--- src/rtl/bcd_to_bin_seq.sv ---
// Sequential BCD-to-binary converter: one digit per cycle by shift-and-add
// multiply-by-10, with valid/ready handshakes, optional negation and error flags.
module bcd_to_bin_seq #(
    parameter int NDIGITS = 8,
    parameter int OUT_W   = 32
) (
    input  logic                   clk,
    input  logic                   rst,
    input  logic                   in_valid,
    output logic                   in_ready,
    input  logic [4*NDIGITS-1:0]   digits,
    input  logic                   neg,
    output logic                   out_valid,
    input  logic                   out_ready,
    output logic [OUT_W-1:0]       result,
    output logic                   err,
    output logic                   ovf
);

    localparam int CNT_W = (NDIGITS > 1) ? $clog2(NDIGITS) : 1;

    typedef enum logic [1:0] {IDLE, CONV, DONE} state_t;

    state_t                 state;
    logic [4*NDIGITS-1:0]   dig_q;
    logic                   neg_q;
    logic [OUT_W-1:0]       acc;
    logic [CNT_W-1:0]       cnt;

    logic [3:0]             nib;
    logic [OUT_W+3:0]       acc_ext;
    logic [OUT_W+3:0]       acc_next;
    logic [OUT_W-1:0]       acc_low;
    logic                   hi_nz;
    logic                   err_next;
    logic                   ovf_next;

    function automatic logic [OUT_W-1:0] apply_sign(input logic [OUT_W-1:0] mag,
                                                    input logic            negate);
        apply_sign = negate ? (~mag + 1'b1) : mag;
    endfunction

    // acc*10 + digit as (acc<<3)+(acc<<1)+digit, wide enough that nothing is lost
    always_comb begin
        nib      = dig_q[4*int'(cnt) +: 4];
        acc_ext  = {4'b0000, acc};
        acc_next = (acc_ext << 3) + (acc_ext << 1) + {{OUT_W{1'b0}}, nib};
        acc_low  = acc_next[OUT_W-1:0];
        hi_nz    = |acc_next[OUT_W+3:OUT_W];
        err_next = err | (nib > 4'd9);
        ovf_next = ovf | hi_nz;
    end

    always_ff @(posedge clk) begin
        if (rst) begin
            state     <= IDLE;
            in_ready  <= 1'b1;
            out_valid <= 1'b0;
            result    <= '0;
            err       <= 1'b0;
            ovf       <= 1'b0;
            acc       <= '0;
            cnt       <= '0;
            dig_q     <= '0;
            neg_q     <= 1'b0;
        end else begin
            case (state)
                IDLE: begin
                    if (in_valid && in_ready) begin
                        dig_q    <= digits;
                        neg_q    <= neg;
                        acc      <= '0;
                        err      <= 1'b0;
                        ovf      <= 1'b0;
                        cnt      <= CNT_W'(NDIGITS - 1);
                        in_ready <= 1'b0;
                        state    <= CONV;
                    end
                end
                CONV: begin
                    acc <= acc_low;
                    err <= err_next;
                    ovf <= ovf_next;
                    if (cnt == '0) begin
                        // sign applied after overflow evaluation so ovf reflects magnitude
                        result    <= apply_sign(acc_low, neg_q);
                        out_valid <= 1'b1;
                        state     <= DONE;
                    end else begin
                        cnt <= cnt - 1'b1;
                    end
                end
                DONE: begin
                    if (out_ready) begin
                        out_valid <= 1'b0;
                        in_ready  <= 1'b1;
                        state     <= IDLE;
                    end
                end
                default: begin
                    state     <= IDLE;
                    in_ready  <= 1'b1;
                    out_valid <= 1'b0;
                end
            endcase
        end
    end

endmodule

--- config.mk ---
export PLATFORM = sky130hd
export DESIGN_NAME = bcd_to_bin_seq
export DESIGN_NICKNAME = d
export VERILOG_FILES = /design/src/rtl/bcd_to_bin_seq.sv
export SDC_FILE = /design/constraint.sdc
export NUM_CORES = 1
export LEC_CHECK = 0
export BUFFER_PORTS_ARGS = -buffer_cell sky130_fd_sc_hd__buf_4
export CAP_MARGIN = 20
export CORE_MARGIN = 1.5
export CORE_UTILIZATION = 45
export DETAILED_ROUTE_END_ITERATION = 10
export GPL_ROUTABILITY_DRIVEN = 1
export GPL_TIMING_DRIVEN = 0
export SLEW_MARGIN = 0
export SYNTH_ARGS = -nofsm -noshare
export SYNTH_HDL_FRONTEND = slang
export SYNTH_SLANG_ARGS = --single-unit
--- constraint.sdc ---
create_clock -name clk -period 6.2 [get_ports clk]
set_clock_uncertainty 0.15 [all_clocks]
set_input_delay 1.24 -clock clk [delete_from_list [all_inputs] [get_ports clk]]
set_output_delay 1.24 -clock clk [all_outputs]
set_load 0.01 [all_outputs]
# After elaboration in Yosys (flattened, before gate mapping)

Index checks and enable logic that the tools add are counted.

Bits in registers: 106
Output and inout bits: 36

Add/sub/neg operators: 4
Magnitude comparators: 1
Equal/unequal tests: 6
Shift-type cells: 1
Mux-type cells: 18
Bitwise logic cells: 5
Reduce and logical (&&, ||, !) cells: 12

Operator list:

| operator                                                              | count |
|---|---|
| 32-bit 2-to-1 mux                                                     | 2 |
| 32-bit one-hot mux with 2 select lines                                | 1 |
| 35-bit by 33-bit adder with 36-bit output                             | 1 |
| 36-bit by 4-bit adder with 36-bit output                              | 1 |
| 32-bit by 1-bit adder with 32-bit output, second input constant       | 1 |
| 32-bit inverter                                                       | 1 |
| 32-bit by 6-bit variable part select with 4-bit output                | 1 |
| 3-bit AND reduction                                                   | 4 |
| 2-bit inequality test, second input constant                          | 4 |
| 2-bit 2-to-1 mux                                                      | 3 |
| 3-bit 2-to-1 mux                                                      | 2 |
| 1-bit one-hot mux with 3 select lines                                 | 2 |
| 2-bit one-hot mux with 3 select lines                                 | 1 |
| 3-bit one-hot mux with 2 select lines                                 | 1 |
| 2-bit AND reduction                                                   | 3 |
| 4-bit > comparator, second input constant                             | 1 |
| 1-bit 2-to-1 mux                                                      | 4 |
| 1-bit one-hot mux with 2 select lines                                 | 2 |
| 4-bit OR reduction                                                    | 1 |
| 3-bit zero test                                                       | 1 |
| 3-bit by 1-bit subtractor with 3-bit output, second input constant    | 1 |
| 2-bit by 1-bit equality test with 1-bit output, second input constant | 1 |
| 2-bit equality test, second input constant                            | 1 |
| 2-bit zero test                                                       | 1 |
| other kinds (4)                                                       | 6 |

# Logic depth before layout (Yosys ltp)

Gate-level depths: netlist of run 1.

Depth after elaboration: 5
Gate-level depth with buffers: 16

# Worst setup path after synthesis of run 1

Ideal clock, no wire load.

Path kind: register -> register
From: register cnt[0]
To: register result[29]
Setup time: 0.088 ns
Arrival time: 4.888 ns
Setup slack: 1.073 ns
Cell stages (with the launch flop): 17
Buffers on the path: 1
Period minus slack after synthesis: 5.127 ns
Cells stage by stage: dfxtp_1 -> buf_2 -> mux4_1 -> mux2_2 -> ha_1 -> ha_1 -> fa_1 -> a21o_1 -> nand4_1 -> a211oi_1 -> or3_1 -> a2111oi_2 -> or4b_4 -> nor4_4 -> nand3_1 -> a21o_1 -> a311oi_2

Word-level cells in the longest chain between the ends: 5

RTL lines:

| what                                                   | line | source |
|---|---|---|
| start: declaration                                     | 28   | `logic [CNT_W-1:0] cnt;` |
| start signal: assignment                               | 75   | `cnt <= CNT_W'(NDIGITS - 1);` |
| start signal: assignment                               | 90   | `cnt <= cnt - 1'b1;` |
| 32-bit by 6-bit variable part select with 4-bit output | 45   | `nib = dig_q[4*int'(cnt) +: 4];` |
| 36-bit by 4-bit adder with 36-bit output               | 47   | `acc_next = (acc_ext << 3) + (acc_ext << 1) + {{OUT_W{1'b0}}, nib};` |
| 32-bit inverter                                        | 40   | `apply_sign = negate ? (~mag + 1'b1) : mag;` |
| 32-bit by 1-bit adder with 32-bit output               | 40   |  |
| 32-bit 2-to-1 mux                                      | 40   |  |
| end signal: assignment                                 | 86   | `result <= apply_sign(acc_low, neg_q);` |
| end: declaration                                       | 15   | `output logic [OUT_W-1:0] result,` |

Several ways; a longest one is shown, not always the timed one.
A chain may end at the register's enable or synchronous reset.

# Worst setup path after layout of run 1

Same ends and word-level chain as after synthesis.

==> impl_metrics.json, run 1 <==
{
  "synth_edf_count": 0,
  "final_common_cell": "nand2_1",
  "utilization_pct": 53.6,
  "track_usage_pct": 25.6,
  "die_y_um": 128,
  "relSlewSlack_pct": 29.7,
  "rows": 45,
  "wire_per_inst_um": 17.5,
  "routed-via-count": 6671,
  "root_buffer": "clkbuf_16",
  "postSynthCellCount": 879,
  "r2r_setup_slack_ns": 0.30,
  "area_growth_syn_to_layout_pct": 16.0,
  "vias_per_cell": 5.66,
  "dpl_cell_area_um2": 7870,
  "crit_path_start": "cnt[0]$_SDFFE_PP0P_",
  "cts_tree": "yes",
  "antenna_found_initial": 0,
  "status": "finished, final reports clean",
  "antenna_left": 0,
  "synth_top_cell_by_area": "dfxtp_1",
  "p_leak_uw": 0.00344,
  "path_buf_inv": 1,
  "powerDensity_nw_per_um2": 224,
  "r2r_cells": 16,
  "crit_type": "reg -> reg",
  "synthTopCellsByArea": "dfxtp_1, ha_1, nand2_1",
  "crit_path_cell_trace": "buf_2, mux4_1, mux2_2, ha_1, ha_1, fa_1, a21o_1, nand4_1, a211oi_1, or3_1, a2111oi_2, or4b_4, nor4_4, nand3_1, a21o_1, a311oi_2",
  "min_period_over_period_pct": 95.2,
  "yosysSeqAreaShare_pct": 30.1,
  "min_path_type": "reg -> reg",
  "grt_pass1_vias": 6108,
  "n_antenna_cell": 0,
  "cp.arrival_ns": 6.04,
  "dpl.hpwl_um": 15600,
  "fillers": 1579,
  "cts.htree.levels": 3,
  "nets": 1068,
  "slowest_delay_ns": 0.62,
  "drc": 0,
  "core_area_um2": 15300,
  "ios": 73,
  "clock_path_buffers": 2,
  "rsz0062_at_grt": "false",
  "start_kind": "register",
  "numCtsBuffers": 9,
  "syn_area_per_cell_um2": 8.02,
  "path_clk_slew_ns": 0.08,
  "initialDrtViolationCount": 513,
  "clock_latency_ns": 0.37,
  "async_flop_share_pct": 0,
  "worstReg2RegEnd": "result[29]$_SDFFE_PP0P_",
  "dr.pass1.iters": 6,
  "r2r_start": "cnt[0]$_SDFFE_PP0P_",
  "ir_drop_uv": 154,
  "seqCellArea_um2": 2120,
  "max_freq_mhz": 169,
  "drive_above_1_share_pct": 12.0,
  "maxSlewViolCount": 0,
  "synthesis.nets": 984,
  "ys_ff_latch": 106,
  "hold_slack_ns": 0.304,
  "finalSetupViolCount": 0,
  "placedCellCount": 1163,
  "grt-ovfl-total": 0,
  "ctsHoldBuffers": 0,
  "finalCriticalPeriod_ns": 5.90,
  "required_ns": 6.33,
  "synth_area_um2": 7050,
  "io_buffer_count": 72,
  "cp_slowest_cell": "mux4_1",
  "clock_sinks": 106,
  "final_cell_mix": "nand2_1, dfxtp_1, a21oi_1",
  "gp_congestion": 0.891,
  "die_w_um": 128,
  "die_area_um2": 16400,
  "hold_viol": 0,
  "worstMarginPinSlew_ns": 1.05,
  "wl_um": 20600,
  "final_cells": 1179,
  "grt_max_degree": 22,
  "crit_path_end": "result[29]$_SDFFE_PP0P_",
  "drv_cap": 0,
  "ys_types": 70,
  "synth_ff_type": "dfxtp_1",
  "design_area_um2": 8180,
  "synth_top_area_share_pct": 30.1,
  "crit_family": "simple AND/OR/NAND/NOR gates",
  "initial_core_util_pct": 46.2,
  "tns_ns": 0,
  "grt_pass1_wl_um": 32800,
  "multi_input_area_um2": 4670,
  "cp_max_fo": 9,
  "cp-end-kind": "register",
  "yosysWarnings": 0,
  "path_depth": 16
}
## state kept, by name, summed over array words and instances (netlist names), 2 cells and up
name	count
state	2
acc	32
cnt	3
dig_q	32
result	32
## stage by stage
step,total power [uW],worst slack [ns]
after floorplan,1070,1.07
after global placement,1240,0.226
after detailed placement,1240,0.207
after CTS,1840,0.147
after global routing,1920,0.00399
final,1830,0.298
## report_power, final
part	internal (uW)	leakage, uW	switching, uW
registers	725	0.000861	23.7
logic	184	0.00243	297
clock network	289	0.000150	311
total	1200	0.00344	632
## cells by family (layout without fill, tap and decap cells)
logic type      after synthesis  in the layout  synth area share, %
mux                          20             20                 4.79
fa+ha+maj                    68             68                 12.3
compound gates              240            240                 21.4
flops                       106            106                 30.1
xor+xnor                     46             46                 5.71
simple gates                329            329                 21.9
buf+inv                      70            159                 3.85
## layout make-up
type | instances | share of cell area, %
flip-flops and latches | 106 | 25.9
multi-input cells | 703 | 57.1
clock buffers | 9 | 2.75
inverters | 14 | 0.642
repair buffers | 73 | 6.70
well taps | 211 | 3.23
plain buffers | 56 | 2.68
clock inverters | 7 | 0.994
## routing by layer
layer  track usage [%]  vias up  part of all wire (%)
met3              4.30       20                   4.4
met5                 0        -                     0
met2              41.5      148                    46
li1                  -     3348                     -
met4              5.68        0                   1.3
met1              35.8     3155                    48
## timing repair
action                     4_1_cts  5_1_grt
gates resized for setup          0        2
setup endpoints to repair        0        5
hold endpoints to repair         0        0
buffers inserted                 0        0
## synth_stat cells (10+ instances only)
| library cell | n |
|---|---|
| clkbuf_1 | 51 |
| ha_1 | 66 |
| xnor2_1 | 19 |
| nand2_1 | 138 |
| and2_1 | 10 |
| nor3_1 | 10 |
| a211oi_1 | 29 |
| nor2_1 | 69 |
| inv_1 | 14 |
| a31oi_1 | 14 |
| o31ai_1 | 10 |
| a21oi_1 | 100 |
| o21ai_0 | 30 |
| dfxtp_1 | 106 |
| a21o_1 | 13 |
| nand3_1 | 41 |
| xor2_1 | 27 |
## worst min-delay path by stage
stage	startpoint	endpoint	slack (ns)	cells past startpoint
5_1_grt	dig_q[30]$_SDFFE_PP0P_	dig_q[30]$_SDFFE_PP0P_	0.32	2
2_1_floorplan	dig_q[21]$_SDFFE_PP0P_	dig_q[21]$_SDFFE_PP0P_	0.28	2
3_3_place_gp	dig_q[28]$_SDFFE_PP0P_	dig_q[28]$_SDFFE_PP0P_	0.29	2
6_report	dig_q[5]$_SDFFE_PP0P_	dig_q[5]$_SDFFE_PP0P_	0.30	2
4_1_cts	dig_q[25]$_SDFFE_PP0P_	dig_q[25]$_SDFFE_PP0P_	0.31	2
3_5_place_dp	dig_q[25]$_SDFFE_PP0P_	dig_q[25]$_SDFFE_PP0P_	0.30	2
## tightest hold or removal path: cells and delay by family (launching register included)
family / cells / cell delay [ns]
flops: 1 / 0.31
simple gates: 1 / 0.05
compound gates: 1 / 0.05
Note: power is estimated with default switching activity, not from simulation.
==> run 2, diff against run 1 <==
--- a/config.mk
+++ b/config.mk
@@ -5,13 +5,17 @@
 export SDC_FILE = /design/constraint.sdc
 export NUM_CORES = 1
 export LEC_CHECK = 0
+export ABC_AREA = 1
 export BUFFER_PORTS_ARGS = -buffer_cell sky130_fd_sc_hd__buf_4
 export CAP_MARGIN = 20
+export CELL_PAD_IN_SITES_DETAIL_PLACEMENT = 2
+export CELL_PAD_IN_SITES_GLOBAL_PLACEMENT = 2
 export CORE_MARGIN = 1.5
-export CORE_UTILIZATION = 45
+export CORE_UTILIZATION = 33
 export DETAILED_ROUTE_END_ITERATION = 10
 export GPL_ROUTABILITY_DRIVEN = 1
 export GPL_TIMING_DRIVEN = 0
+export PLACE_DENSITY_LB_ADDON = 0.1
 export SLEW_MARGIN = 0
 export SYNTH_ARGS = -nofsm -noshare
 export SYNTH_HDL_FRONTEND = slang
==> run 2 against run 1 <==
  * Via count increased by 25%
  * Wire length increased by 46%
  * Setup slack improved by 0.79 ns
  * Die area increased by 52%
  * Critical path type unchanged
  * Largest power group is now combinational cells
  * Highest routed layer unchanged
==> impl_metrics.json, run 2 <==
{
  "status": "finished, final reports clean",
  "drive_above_1_share_pct": 14.6,
  "hp-start": "dig_q[24]$_SDFFE_PP0P_",
  "ios": 73,
  "numCtsBuffers": 9,
  "hold_viol": 0,
  "cp-end-kind": "register",
  "clock_latency_ns": 0.36,
  "synth_top_cell_by_area": "dfxtp_1",
  "worstMarginPinSlew_ns": 0.809,
  "max_freq_mhz": 195,
  "hold_slack_ns": 0.308,
  "start_kind": "register",
  "final_cells": 1657,
  "dr.pass1.iters": 5,
  "synth_ff_type": "dfxtp_1",
  "finalCriticalPeriod_ns": 5.12,
  "clock_sinks": 106,
  "seqCellArea_um2": 2120,
  "clock_path_buffers": 2,
  "async_flop_share_pct": 0,
  "powerDensity_nw_per_um2": 245,
  "dpl.hpwl_um": 25200,
  "r2r_setup_slack_ns": 1.08,
  "antenna_found_initial": 0,
  "rsz0062_at_grt": "false",
  "finalSetupViolCount": 0,
  "cts_resized": 0,
  "cp.arrival_ns": 5.24,
  "ys_ff_latch": 106,
  "syn_area_per_cell_um2": 6.35,
  "final_common_cell": "nand2_1",
  "grt-ovfl-total": 0,
  "die_y_um": 158,
  "nets": 1438,
  "root_buffer": "clkbuf_16",
  "yosysWarnings": 0,
  "crit_path_start": "cnt[0]$_SDFFE_PP0P_",
  "required_ns": 6.32,
  "cts.htree.levels": 3,
  "r2r_start": "cnt[0]$_SDFFE_PP0P_",
  "core_area_um2": 23500,
  "ctsHoldBuffers": 0,
  "synth_area_um2": 7940,
  "dpl_cell_area_um2": 8870,
  "placedCellCount": 1641,
  "ir_drop_uv": 141,
  "min_period_over_period_pct": 82.5,
  "reg_top3": "acc: 32 flops, dig_q: 32 flops, result: 32 flops",
  "n_antenna_cell": 0,
  "cts_tree": "yes",
  "io_buffer_count": 72,
  "maxSlewViolCount": 0,
  "yosysMostFrequentCell": "nand2_1",
  "die_area_um2": 25000,
  "wl_um": 30100,
  "cts_setup_buffers": 0,
  "design_area_um2": 9180,
  "tns_ns": 0,
  "final_cell_mix": "nand2_1, nor2_1, inv_1",
  "synth_edf_count": 0,
  "grt_pass1_vias": 8947,
  "antenna_left": 0,
  "synth_top_family_by_area": "simple AND/OR/NAND/NOR gates",
  "rows": 56,
  "drv_cap": 0,
  "p_leak_uw": 0.00469,
  "synthAdderAreaFrac_pct": 10.9,
  "yosys.area_share.simple_pct": 37.1,
  "ys_types": 38,
  "synth_top_area_share_pct": 26.7,
  "yosysSeqAreaShare_pct": 26.7,
  "path_clk_slew_ns": 0.08,
  "initial_core_util_pct": 33.7,
  "fillers": 2994,
  "postSynthCellCount": 1250,
  "cp_max_fo": 11,
  "synth_mux_area_share_pct": 0,
  "routed-via-count": 8355,
  "track_usage_pct": 25.1,
  "vias_per_cell": 5.04,
  "area_growth_syn_to_layout_pct": 15.7,
  "synthTopCellsByCount": "nand2_1, nor2_1, inv_1",
  "die_w_um": 158,
  "grt_max_degree": 19,
  "synth_compound_area_share_pct": 13.6,
  "wire_per_inst_um": 18.2,
  "min_path_type": "reg -> reg",
  "gp_congestion": 0.809,
  "multi_input_area_um2": 5080,
  "synth_xor_area_share_pct": 2.43,
  "crit_type": "reg -> reg",
  "initialDrtViolationCount": 291,
  "relSlewSlack_pct": 45.9,
  "grt_pass1_wl_um": 48100,
  "drc": 0,
  "synthTopCellsByArea": "dfxtp_1, nand2_1, ha_1",
  "synthesis.nets": 1355
}
run 2: area by class of cell:
type                    instances  area share (%)
plain buffers                  38            1.64
clock inverters                 6           0.818
inverters                     155            6.34
clock buffers                  10            2.49
well taps                     319            4.35
multi-input cells             951            55.4
repair buffers                 72            5.89
flip-flops and latches        106            23.1
run 2: cell families (layout without fill, tap and decap cells):
family / after synthesis / in the layout
and+or+nand+nor: 657 / 657
adders and majority gates: 68 / 68
xor gates and xnor gates: 22 / 22
AOI/OAI and AO/OA: 204 / 204
buffers and inverters: 193 / 281
DFF: 106 / 106
run 2: power breakdown:
group          switching [uW]  internal, uW  total [uW]  leakage, uW
Sequential               47.4           760         808     0.000865
Clock                     284           319         603     0.000145
Combinational             567           273         840      0.00368
run 2: worst paths after layout:
kind | endpoint | depth (start not counted)
min | dig_q[24]$_SDFFE_PP0P_ | 2
min reg2reg | dig_q[24]$_SDFFE_PP0P_ | 2
max reg2reg | result[26]$_SDFFE_PP0P_ | 27
max | result[26]$_SDFFE_PP0P_ | 27
run 2: routing by layer:
metal | vias to the layer above | wire [um] | GRT usage [%]
li1 | 4171 | - | -
met1 | 4073 | 13800 | 31.9
met2 | 92 | 15100 | 45.6
met3 | 19 | 670 | 2.49
met4 | 0 | 443 | 5.16
met5 | - | 0 | 0
run 2: through the flow:
step / util, % / setup slack, ns / total power [uW]
2_1_floorplan: - / 2.31 / 1340
3_3_place_gp: 37.7 / 1.31 / 1620
3_5_place_dp: 37.7 / 1.15 / 1650
4_1_cts: 39.0 / 1.05 / 2270
5_1_grt: 39.0 / 0.603 / 2390
6_report: 39.0 / 1.08 / 2250
run 2: critical path: stages (launching register included):
cell	delay [ns]
dfxtp_1	0.31
buf_2	0.20
inv_2	0.18
clkbuf_1	0.50
nor2_1	0.09
o22ai_1	0.18
inv_1	0.05
o21ai_0	0.23
inv_1	0.13
fa_1	0.51
inv_1	0.07
fa_1	0.55
inv_1	0.13
nand3_1	0.11
nor2_1	0.13
nand3_1	0.11
nor2_1	0.20
nand2_1	0.10
nor2_2	0.14
nand3_2	0.14
nor2_1	0.13
nand2_1	0.08
nor2_1	0.12
nand2_1	0.10
nand3_1	0.09
nand3_1	0.14
nand2_1	0.10
inv_1	0.04
==> run 3, diff against run 2 <==
--- a/config.mk
+++ b/config.mk
@@ -5,13 +5,13 @@
 export SDC_FILE = /design/constraint.sdc
 export NUM_CORES = 1
 export LEC_CHECK = 0
-export ABC_AREA = 1
+export ABC_AREA = 0
 export BUFFER_PORTS_ARGS = -buffer_cell sky130_fd_sc_hd__buf_4
 export CAP_MARGIN = 20
 export CELL_PAD_IN_SITES_DETAIL_PLACEMENT = 2
 export CELL_PAD_IN_SITES_GLOBAL_PLACEMENT = 2
 export CORE_MARGIN = 1.5
-export CORE_UTILIZATION = 33
+export CORE_UTILIZATION = 36
 export DETAILED_ROUTE_END_ITERATION = 10
 export GPL_ROUTABILITY_DRIVEN = 1
 export GPL_TIMING_DRIVEN = 0
==> constraint.sdc (replaced) <==
create_clock -name clk -period 5.05 [get_ports clk]
set_clock_uncertainty 0.15 [all_clocks]
set_input_delay 1.01 -clock clk [delete_from_list [all_inputs] [get_ports clk]]
set_output_delay 1.01 -clock clk [all_outputs]
set_load 0.01 [all_outputs]
==> run 3 against run 2 <==
  * The run now ends with setup timing left
  * Sequential cell count did not move
  * Setup slack worse by 1.3 ns
  * Critical endpoint is now result[27]$_SDFFE_PP0P_
  * Highest routed layer unchanged
  * Final area decreased by 2.0%
  * Wire length fell by 4.3%
==> impl_metrics.json, run 3 (synthesis results as in run 1) <==
{
  "die_w_um": 143,
  "grt_busiest_layer": "met2",
  "initialDrtViolationCount": 260,
  "root_buffer": "clkbuf_16",
  "cp.arrival_ns": 5.37,
  "status": "complete, but fails checks",
  "die_area_um2": 20400,
  "area_growth_syn_to_layout_pct": 27.5,
  "p_leak_uw": 0.00368,
  "clock_path_buffers": 2,
  "fillers": 2190,
  "worstMarginPinSlew_ns": 1.04,
  "r2r_setup_slack_ns": -0.18,
  "hold_end": "dig_q[25]$_SDFFE_PP0P_",
  "die_y_um": 143,
  "grt_pass1_wl_um": 43300,
  "rows": 51,
  "finalCriticalPeriod_ns": 5.23,
  "fin_ws_ns": -0.178,
  "clock_sinks": 106,
  "r2r_cells": 20,
  "n_antenna_cell": 0,
  "required_ns": 5.19,
  "relSlewSlack_pct": 30.7,
  "holdPathStages": 2,
  "final_cell_mix": "nand2_1, dfxtp_1, buf_4",
  "reg_top3": "acc: 32 flops, dig_q: 32 flops, result: 32 flops",
  "cts.htree.levels": 3,
  "dpl_cell_area_um2": 7950,
  "drc": 0,
  "failed_checks": "setup timing",
  "min_path_type": "reg -> reg",
  "antenna_found_initial": 0,
  "dpl_worst_slack_ns": -1.04,
  "vias_per_cell": 5.69,
  "grt_util_met2_pct": 49.4,
  "grt-ovfl-total": 0,
  "cp-end-kind": "register",
  "path_clk_slew_ns": 0.09,
  "io_buffer_count": 72,
  "wl_um": 28800,
  "initial_core_util_pct": 36.5,
  "cp_max_fo": 8,
  "gp_congestion": 0.826,
  "drv_cap": 0,
  "worstReg2RegEnd": "result[27]$_SDFFE_PP0P_",
  "grt_max_degree": 23,
  "dr.pass1.iters": 5,
  "core_area_um2": 19300,
  "hold_viol": 0,
  "track_usage_pct": 27.8,
  "r2r_start": "cnt[0]$_SDFFE_PP0P_",
  "drive_above_1_share_pct": 20.4,
  "met3_usage_pct": 2.82,
  "ctsHoldBuffers": 0,
  "routed-via-count": 7216,
  "numCtsBuffers": 9,
  "crit_type": "reg -> reg",
  "grt_pass1_vias": 7541,
  "rsz0062_at_grt": "true",
  "cts_tree": "yes",
  "start_kind": "register",
  "max_freq_mhz": 191,
  "seqCellArea_um2": 2120,
  "dpl.hpwl_um": 19700,
  "final_common_cell": "nand2_1",
  "design_area_um2": 8990,
  "antenna_left": 0,
  "powerDensity_nw_per_um2": 285,
  "finalSetupViolCount": 10,
  "multi_input_area_um2": 5090,
  "hp-start": "dig_q[25]$_SDFFE_PP0P_",
  "tns_ns": -1.16,
  "min_period_over_period_pct": 104,
  "nets": 1104,
  "maxSlewViolCount": 0,
  "ir_drop_uv": 195,
  "utilization_pct": 46.5,
  "ios": 73,
  "wire_per_inst_um": 22.7,
  "grt_util_met1_pct": 35.6,
  "clock_latency_ns": 0.38
}
## run 3: worst max-delay path by stage
stage	startpoint	endpoint	slack [ns]	depth (start not counted)
after global placement	cnt[0]$_SDFFE_PP0P_	result[31]$_SDFFE_PP0P_	-1.08	16
after CTS	cnt[0]$_SDFFE_PP0P_	result[23]$_SDFFE_PP0P_	-0.19	17
after floorplan	cnt[0]$_SDFFE_PP0P_	result[23]$_SDFFE_PP0P_	0.02	16
after global routing	cnt[0]$_SDFFE_PP0P_	result[24]$_SDFFE_PP0P_	-0.33	19
after detailed placement	cnt[0]$_SDFFE_PP0P_	result[30]$_SDFFE_PP0P_	-1.04	16
final	cnt[0]$_SDFFE_PP0P_	result[27]$_SDFFE_PP0P_	-0.18	20
## run 3: metal layers
| layer | wire length [um] | up-vias |
|---|---|---|
| met4 | 510 | 0 |
| li1 | - | 3398 |
| met2 | 14800 | 138 |
| met3 | 981 | 33 |
| met5 | 0 | - |
| met1 | 12500 | 3647 |
## run 3: what timing repair did
action | CTS | global route
pin swaps | 27 | 21
endpoints found under the setup margin | 25 | 15
setup buffers | 26 | 10
gates resized for setup | 56 | 30
## run 3: worst max-delay path: stages, from the launching register on
cell and delay (ns):
dfxtp_2 0.35, buf_12 0.13, mux4_2 0.52, mux2_4 0.32, ha_4 0.23, ha_4 0.17
fa_2 0.34, a21o_1 0.23, nand4_1 0.13, buf_6 0.16, buf_6 0.13, and3b_2 0.22
o2111ai_4 0.13, or3_4 0.42, or4b_4 0.54, nor4_4 0.15, buf_4 0.18, buf_12 0.10
a31oi_1 0.12, xnor2_1 0.19, a211oi_1 0.24
## run 3: layout make-up
cell class              instances  area share, %
well taps                     265           3.69
plain buffers                  56           2.60
multi-input cells             703           56.6
inverters                      14          0.584
repair buffers                109           9.48
flip-flops and latches        106           23.6
clock inverters                 7          0.960
clock buffers                   9           2.50
## run 3: report_power, final
part | internal [uW] | switching [uW]
clock | 362 | 420
sequential | 891 | 34.4
combinational | 374 | 478
total | 1630 | 933
## run 3: per-stage QoR
step                total power [uW]  std cells  hold slack [ns]
detailed placement              1560       1217            0.300
global route                    2660       1269            0.339
finish                          2560       1269            0.310
CTS                             2480       1259            0.313
floorplan                       1320        879            0.282
global placement                1540       1216            0.289
